## config.mk

```make
export PLATFORM = sky130hd
export DESIGN_NAME = spi_sample_capture
export DESIGN_NICKNAME = d
export VERILOG_FILES = /design/src/rtl/spi_capture_pkg.sv /design/src/rtl/spi_sample_capture.sv
export SDC_FILE = /design/constraint.sdc
export NUM_CORES = 1
export LEC_CHECK = 0
export ABC_CLOCK_PERIOD_IN_PS = 2340
export BUFFER_PORTS_ARGS = -buffer_cell sky130_fd_sc_hd__buf_2
export CAP_MARGIN = 15
export CELL_PAD_IN_SITES_DETAIL_PLACEMENT = 0
export CELL_PAD_IN_SITES_GLOBAL_PLACEMENT = 1
export CORE_ASPECT_RATIO = 0.7
export CORE_MARGIN = 4
export CORE_UTILIZATION = 42
export DETAILED_ROUTE_END_ITERATION = 7
export GPL_ROUTABILITY_DRIVEN = 0
export GPL_TIMING_DRIVEN = 0
export PLACE_DENSITY = 0.79
export SYNTH_ARGS = -nofsm -noshare
export SYNTH_HDL_FRONTEND = slang
export SYNTH_SLANG_ARGS = --single-unit
```

## constraint.sdc

```tcl
create_clock -name clk8 -period 2.34 [get_ports clk8]
set_input_delay 0.702 -clock clk8 [delete_from_list [all_inputs] [get_ports clk8]]
set_output_delay 0.702 -clock clk8 [all_outputs]
set_load 0.02 [all_outputs]
```

## src/rtl/spi_capture_pkg.sv

```systemverilog
// Shared state type and default timing constants for spi_sample_capture.
package spi_capture_pkg;

  typedef enum logic [1:0] {IDLE, SETUP, SHIFT, QUIET} capture_state_t;

  localparam int FRAME_BITS_DEF   = 16;
  localparam int DATA_BITS_DEF    = 12;
  localparam int SCLK_DIV_DEF     = 2;
  localparam int CS_SETUP_DEF     = 1;
  localparam int QUIET_CYCLES_DEF = 4;

  // Edge (counted from the accepted start edge) at which a frame completes.
  function automatic int frame_done_edge(input int cs_setup, input int sclk_div,
                                         input int frame_bits);
    return cs_setup + 2 * sclk_div * frame_bits;
  endfunction

  localparam int FRAME_DONE_EDGE = frame_done_edge(CS_SETUP_DEF, SCLK_DIV_DEF, FRAME_BITS_DEF);

endpackage

```

## src/rtl/spi_sample_capture.sv

```systemverilog
// SPI receive engine: one CS_b/sclk frame per start pulse, sample out on valid/ready.
// Optional macro SPI_CAPTURE_LEAD_CHECK_EN adds the sticky frame_err output.
module spi_sample_capture
  import spi_capture_pkg::*;
#(
  parameter int FRAME_BITS   = FRAME_BITS_DEF,
  parameter int DATA_BITS    = DATA_BITS_DEF,
  parameter int SCLK_DIV     = SCLK_DIV_DEF,
  parameter int CS_SETUP     = CS_SETUP_DEF,
  parameter int QUIET_CYCLES = QUIET_CYCLES_DEF
) (
  input  logic                 clk8,
  input  logic                 PRESETn,
  input  logic                 enable,
  input  logic                 start,
  input  logic                 MISO,
  output logic                 CS_b,
  output logic                 sclk,
  output logic                 busy,
  output logic [DATA_BITS-1:0] sample_data,
  output logic                 sample_valid,
  input  logic                 sample_ready,
  output logic                 overrun,
  input  logic                 overrun_clr
`ifdef SPI_CAPTURE_LEAD_CHECK_EN
  ,output logic                frame_err
`endif
);

  localparam int CNT_W  = 16;
  localparam int BCNT_W = $clog2(FRAME_BITS + 1);
`ifdef SPI_CAPTURE_LEAD_CHECK_EN
  localparam int SHIFT_W = FRAME_BITS;
`else
  // Only the payload is kept; leading bits fall off the top of the register.
  localparam int SHIFT_W = DATA_BITS;
`endif

  capture_state_t      state_q, state_d;
  logic [CNT_W-1:0]    cnt_q, cnt_d;
  logic [BCNT_W-1:0]   bcnt_q;
  logic [SHIFT_W-1:0]  shift_q;
  logic                phase_end;
  logic                frame_done;

  always_ff @(posedge clk8 or negedge PRESETn) begin
    if (!PRESETn) begin
      state_q <= IDLE;
      cnt_q   <= '0;
    end else begin
      state_q <= state_d;
      cnt_q   <= cnt_d;
    end
  end

  // cnt_q times SETUP, each sclk half-period, and QUIET.
  always_comb begin
    state_d    = state_q;
    cnt_d      = cnt_q;
    phase_end  = 1'b0;
    frame_done = 1'b0;
    case (state_q)
      IDLE: begin
        if (start && enable) begin
          state_d = SETUP;
          cnt_d   = '0;
        end
      end
      SETUP: begin
        if (!enable) begin
          state_d = QUIET;
          cnt_d   = '0;
        end else if (cnt_q == CNT_W'(CS_SETUP - 1)) begin
          state_d = SHIFT;
          cnt_d   = '0;
        end else begin
          cnt_d = cnt_q + 1'b1;
        end
      end
      SHIFT: begin
        if (!enable) begin
          state_d = QUIET;
          cnt_d   = '0;
        end else if (cnt_q == CNT_W'(SCLK_DIV - 1)) begin
          phase_end = 1'b1;
          cnt_d     = '0;
          if (sclk && bcnt_q == BCNT_W'(FRAME_BITS - 1)) begin
            frame_done = 1'b1;
            state_d    = QUIET;
          end
        end else begin
          cnt_d = cnt_q + 1'b1;
        end
      end
      QUIET: begin
        if (cnt_q == CNT_W'(QUIET_CYCLES - 1)) begin
          state_d = IDLE;
          cnt_d   = '0;
        end else begin
          cnt_d = cnt_q + 1'b1;
        end
      end
      default: state_d = IDLE;
    endcase
  end

  assign busy = (state_q != IDLE);

  // Serial interface driven from the next state so CS_b/sclk change on the deciding edge.
  always_ff @(posedge clk8 or negedge PRESETn) begin
    if (!PRESETn) begin
      CS_b   <= 1'b1;
      sclk   <= 1'b0;
      bcnt_q <= '0;
    end else begin
      CS_b <= !(state_d == SETUP || state_d == SHIFT);
      if (state_d != SHIFT) begin
        sclk <= 1'b0;
      end else if (phase_end) begin
        sclk <= ~sclk;
      end
      if (state_q != SHIFT) begin
        bcnt_q <= '0;
      end else if (phase_end && sclk) begin
        bcnt_q <= bcnt_q + 1'b1;
      end
    end
  end

  always_ff @(posedge clk8 or negedge PRESETn) begin
    if (!PRESETn) begin
      shift_q      <= '0;
      sample_data  <= '0;
      sample_valid <= 1'b0;
      overrun      <= 1'b0;
    end else begin
      if (phase_end && !sclk) begin
        shift_q <= {shift_q[SHIFT_W-2:0], MISO};
      end
      if (frame_done) begin
        sample_data  <= shift_q[DATA_BITS-1:0];
        sample_valid <= 1'b1;
      end else if (sample_valid && sample_ready) begin
        sample_valid <= 1'b0;
      end
      if (frame_done && sample_valid && !sample_ready) begin
        overrun <= 1'b1;
      end else if (overrun_clr) begin
        overrun <= 1'b0;
      end
    end
  end

`ifdef SPI_CAPTURE_LEAD_CHECK_EN
  logic lead_err;
  assign lead_err = |shift_q[SHIFT_W-1:DATA_BITS];

  always_ff @(posedge clk8 or negedge PRESETn) begin
    if (!PRESETn) begin
      frame_err <= 1'b0;
    end else if (frame_done && lead_err) begin
      frame_err <= 1'b1;
    end else if (overrun_clr) begin
      frame_err <= 1'b0;
    end
  end
`endif

endmodule

```

Word-level counts from Yosys, hierarchy flattened --
Cells that the tools add are included.
Cells by class: add/subtract/negate cells 2, equality and inequality tests 11, muxes and demuxes 30, bitwise logic cells 1, reductions and logical operators 18
Operator list (number):
- 2-to-1 mux 16 bit | 6
- one-hot mux 16 bit (4 select lines) | 1
- adder 16 x 1 -> 16 bit (second input constant) | 1
- equality test 16 x 1 -> 1 bit (second input constant) | 1
- equality test 16 x 2 -> 1 bit (second input constant) | 1
- zero test 16 bit | 1
- 2-to-1 mux 2 bit | 7
- 2-to-1 mux 1 bit | 13
- 2-to-1 mux 5 bit | 2
- nonzero test 2 bit | 5
- one-hot mux 2 bit (4 select lines) | 1
- logical AND 1 bit | 7
- equality test 2 bit (second input constant) | 3
- inequality test 2 bit (second input constant) | 3
- adder 5 x 1 -> 5 bit (second input constant) | 1
- equality test 5 x 4 -> 1 bit (second input constant) | 1
- equality test 2 x 1 -> 1 bit (second input constant) | 2
- zero test 1 bit | 3
- zero test 2 bit | 1
- logical OR 1 bit | 1
- NOT 1 bit | 1
Word-level totals: register bits 51, input port bits 7, output and inout port bits 17, logic and storage cells 71

Longest topological paths before layout --
depth in word-level cells 9, mapped depth 8, depth with buffers taken out 8

Least setup slack after synthesis --
OpenSTA, ideal clock, no wires.
path type flip-flop to flip-flop, start point reg cnt_q[11], end point reg sclk, library setup time 0.119 ns, arrival 2.192 ns, required time 2.221 ns, slack 0.029 ns, cell stages (with the launch flop) 8, path buffers 0, clock period less this slack 2.311 ns, cells stage by stage dfrtp_1 -> or4_4 -> nor4b_4 -> a41oi_1 -> a2bb2oi_1 -> or2_2 -> ha_1 -> and2_1
On the way: longest elaborated chain between the ends 6, elaborated cells between the ends (all ways) 15, classes of those cells eq/ne (3); mux (10); reduce/logical (2)
RTL lines:
- from (decl) | line spi_sample_capture.sv:40 | logic [CNT_W-1:0] cnt_q, cnt_d;
- from (signal assigned) | line spi_sample_capture.sv:52 | cnt_q <= cnt_d;
- equality test 16 x 1 -> 1 bit or zero test 16 bit (tied branches) | line spi_sample_capture.sv:84, spi_sample_capture.sv:73
- 2-to-1 mux 2 bit (on tied branches) | line spi_sample_capture.sv:84, spi_sample_capture.sv:73
- 2-to-1 mux 2 bit (on tied branches) | line spi_sample_capture.sv:81, spi_sample_capture.sv:70
- one-hot mux 2 bit (4 select lines) | line spi_sample_capture.sv:62 | case (state_q)
- inequality test 2 bit | line spi_sample_capture.sv:117 | if (state_d != SHIFT) begin
- 2-to-1 mux 1 bit or nonzero test 2 bit (tied branches)
- to (signal assigned) | line spi_sample_capture.sv:120 | sclk <= ~sclk;
- to (decl) | line spi_sample_capture.sv:18 | output logic sclk,
Parallel ways exist; a longest one is shown, timed or not. A chain may end at the register's enable or synchronous reset.

Final worst setup path --
start point reg cnt_q[2], end point reg shift_q[11]
On the way: longest elaborated chain between the ends 5
RTL lines:
- equality test 16 x 1 -> 1 bit | line spi_sample_capture.sv:84 | end else if (cnt_q == CNT_W'(SCLK_DIV - 1)) begin
- 2-to-1 mux 1 bit | line spi_sample_capture.sv:84
- 2-to-1 mux 1 bit | line spi_sample_capture.sv:81 | if (!enable) begin
- 2-to-1 mux 1 bit | line spi_sample_capture.sv:62
- logical AND 1 bit | line spi_sample_capture.sv:137 | if (phase_end && !sclk) begin
- to (signal assigned) | line spi_sample_capture.sv:138 | shift_q <= {shift_q[SHIFT_W-2:0], MISO};
- to (decl) | line spi_sample_capture.sv:42 | logic [SHIFT_W-1:0] shift_q;
No other way between the ends.

==> flow_summary.yaml <==
status:
  outcome: "finished with violations"
  violations: "negative setup slack"
synthesis:
  synth_mux_area_frac: 0.125
  synthSimpleGateAreaFrac: 0.190
  synth_cells: 232
  synth-edff-count: 0
  syn_nets: 245
  synthAdderAreaFrac: 0.0295
  synth-seq-cells: 51
  synth_compound_area_frac: 0.115
  synth_xor_area_frac: 0.0103
  avgSynthCellArea_um2: 11.0
  synth.distinct_cells: 45
  mappedNetlistArea_um2: 2540
  synthArstFlopShare: 1.00
  synth_top_family_by_area: "simple AND/OR/NAND/NOR gates"
  ys_dominant_reg_cell: "dfrtp_1"
  ys_warn_count: 0
  synth-seq-area-share: 0.502
cells_and_area:
  area_growth_pct: 28.3
  multi_input_area_um2: 1340
  fin_nets: 302
  drive_above_1_share: 0.407
  insertedDiodeCount: 0
  seq_area_um2: 1280
  n_fill_cell: 482
pwr:
  ir_worst_vdd_mv: 0.617
  power_w: 0.00284
  p_leak_nw: 1.51
  p_per_area_nw_per_um2: 870
worst_setup_path:
  cp-end-kind: "flip-flop"
  cp_data_arrival_time_ns: 2.60
  path_max_fanout: 5
  path_class: "flip-flop to flip-flop"
  start_kind: "flip-flop"
  worstPathRequired_ns: 2.55
timing:
  maxSlewViolCount: 0
  rsz0062_at_grt: "true"
  fin_crit_sh: 1.02
  tightest_slew_ns: 0.577
  setup_ws_ns: -0.0559
  tns_ns: -0.687
  timing_hold_violations_final: 0
  period_needed_ns: 2.40
  fmax_ghz: 0.417
  slew-limit-headroom: 0.616
  setup_viol: 23
  finClkSkew_ns: 0.00621
detailed_routing:
  drtAntennaViolNets: 0
  drtIter0Drc: 118
  via_per_inst: 5.42
  firstDrtPassIters: 4
  wirelength_um: 6030
  drcViolationCount: 0
  wire_per_inst_um: 16.5
  vias: 1980
clock_tree:
  clock_sinks: 51
  cts_root_buf: "clkbuf_8"
  clk_latency_ns: 0.31
  numCtsBuffers: 5
  clockBufferDepth: 2
  htreeDepth: 2
  cts_tree: "done"
  clk_pin_slew_ns: 0.10
global_routing:
  grt_max_degree: 52
  grt_pass1_wl_um: 9960
  grt_usage: 0.176
  overflow: 0
  grt_antenna_before_repair: 0
  grt_pass1_vias: 1932
die:
  initial_core_util: 0.440
  rows: 23
  die_y_um: 73.1
  dieArea_um2: 7390
  num_io_pins: 24
  die_w_um: 101
  core_area_um2: 5780
place:
  port_buffers: 22
  hpwl_um: 3830
flow_run:
  maxCapViolations: 0
hold_path:
  min_path_type: "input pin to asynchronous set/reset pin"
## layout make-up
type	count	share of cell area
Inverter	8	0.00920
Clock buffer	5	0.0211
Clock inverter	3	0.0142
Tap cell	75	0.0288
Timing Repair Buffer	50	0.105
Sequential cell	51	0.393
Buffer	8	0.0176
Multi-Input combinational cell	165	0.411
## power by group
group / internal (W) / leakage (nW) / total, W / switching [W]
combinational: 0.000559 / 0.766 / 0.00113 / 0.000573
sequential: 0.000976 / 0.690 / 0.00106 / 0.0000883
clock: 0.000323 / 0.0548 / 0.000644 / 0.000321
## final timing paths
| path | from | slack [ns] | to | cells after the start |
|---|---|---|---|---|
| max | cnt_q[2] | -0.06 | shift_q[11] | 8 |
| min | PRESETn | 0.37 | sample_data[4] | 1 |
| max reg2reg | cnt_q[2] | -0.06 | shift_q[11] | 8 |
| min reg2reg | sample_data[10] | 0.52 | sample_data[10] | 1 |
| max in group asynchronous | PRESETn | 1.33 | CS_b | 2 |
| min in group clk8 | sample_data[10] | 0.52 | sample_data[10] | 1 |
## logic make-up after synthesis
logic type                 Yosys count
and+or+nand+nor                     82
DFF                                 51
AOI/OAI and AO/OA                   49
muxes                               25
buffers and inverters               16
adders and majority gates            6
xor gates and xnor gates             3
## registers in the layout (all words and copies together) (netlist names)
| register | count |
|---|---|
| cnt_q | 16 |
| sample_data | 12 |
| shift_q | 12 |
| bcnt_q | 5 |
| state_q | 2 |
| CS_b | 1 |
| overrun | 1 |
| sample_valid | 1 |
| sclk | 1 |
## per-layer routing
layer	vias to the layer above	track usage	part of all wire
met5	-	0	0
met4	0	0.0487	0.0048
met3	2	0.0372	0.044
met2	42	0.262	0.43
met1	982	0.262	0.52
li1	954	-	-
## synth_stat cells (2+ instances only)
master / instances / area (um2)
dfrtp_1: 50 / 1250
o21ai_0: 28 / 140
nand2_1: 23 / 86.3
mux2_2: 14 / 158
nor2_1: 13 / 48.8
mux2_4: 10 / 150
nand3_1: 9 / 45.0
inv_1: 8 / 30.0
clkbuf_1: 6 / 22.5
ha_1: 6 / 75.1
o211ai_1: 5 / 37.5
and2_1: 4 / 25.0
nand4_1: 4 / 25.0
nor3_1: 4 / 20.0
o22ai_1: 4 / 25.0
a21oi_1: 3 / 15.0
and3_1: 3 / 18.8
or2_2: 3 / 18.8
or4_4: 3 / 33.8
xnor2_1: 3 / 26.3
nor2_2: 2 / 12.5
o2bb2ai_1: 2 / 17.5
or3b_2: 2 / 17.5
or4_1: 2 / 15.0
## through the flow
stage | utilization | instance area, um2 | hold slack, ns | worst slack, ns | instances
floorplan | - | 2540 | 0.406 | 0.0289 | 232
global placement | 0.475 | 2750 | 0.482 | -0.196 | 329
detailed placement | 0.475 | 2750 | 0.493 | -0.210 | 329
CTS | 0.537 | 3110 | 0.517 | -0.0200 | 356
global route | 0.564 | 3260 | 0.393 | -0.143 | 365
finish | 0.564 | 3260 | 0.372 | -0.0559 | 365
## repair_timing
| action | in CTS | in global routing |
|---|---|---|
| setup buffers | 18 | 8 |
| resized for setup | 26 | 30 |
| cloned | 1 | 0 |
| pin swaps | 8 | 6 |
| endpoints found under the setup margin | 40 | 41 |
| hold buffers | 0 | 0 |
## worst max-delay path, stage by stage (launching register included)
cell     delay [ns]
dfrtp_1        0.41
or4_4          0.58
buf_6          0.14
nor4_4         0.19
buf_4          0.19
nand3_4        0.09
nor2_4         0.20
buf_6          0.16
mux2_2         0.33
## cell usage in the layout, fill, tap and decap left out, types with 4 or more instances in the layout
cell type	netlist	routed
nor2_1	13	12
buf_2	0	22
inv_1	8	7
mux2_4	10	20
nand2_1	23	23
nand4_1	4	4
buf_6	1	6
mux2_2	14	4
buf_4	1	25
o211ai_1	5	5
o21ai_0	28	26
nor3_1	4	4
dfrtp_1	50	47
and2_1	4	4
nand3_1	9	8
clkbuf_8	0	5
Note: power is estimated with default switching activity, not from simulation.
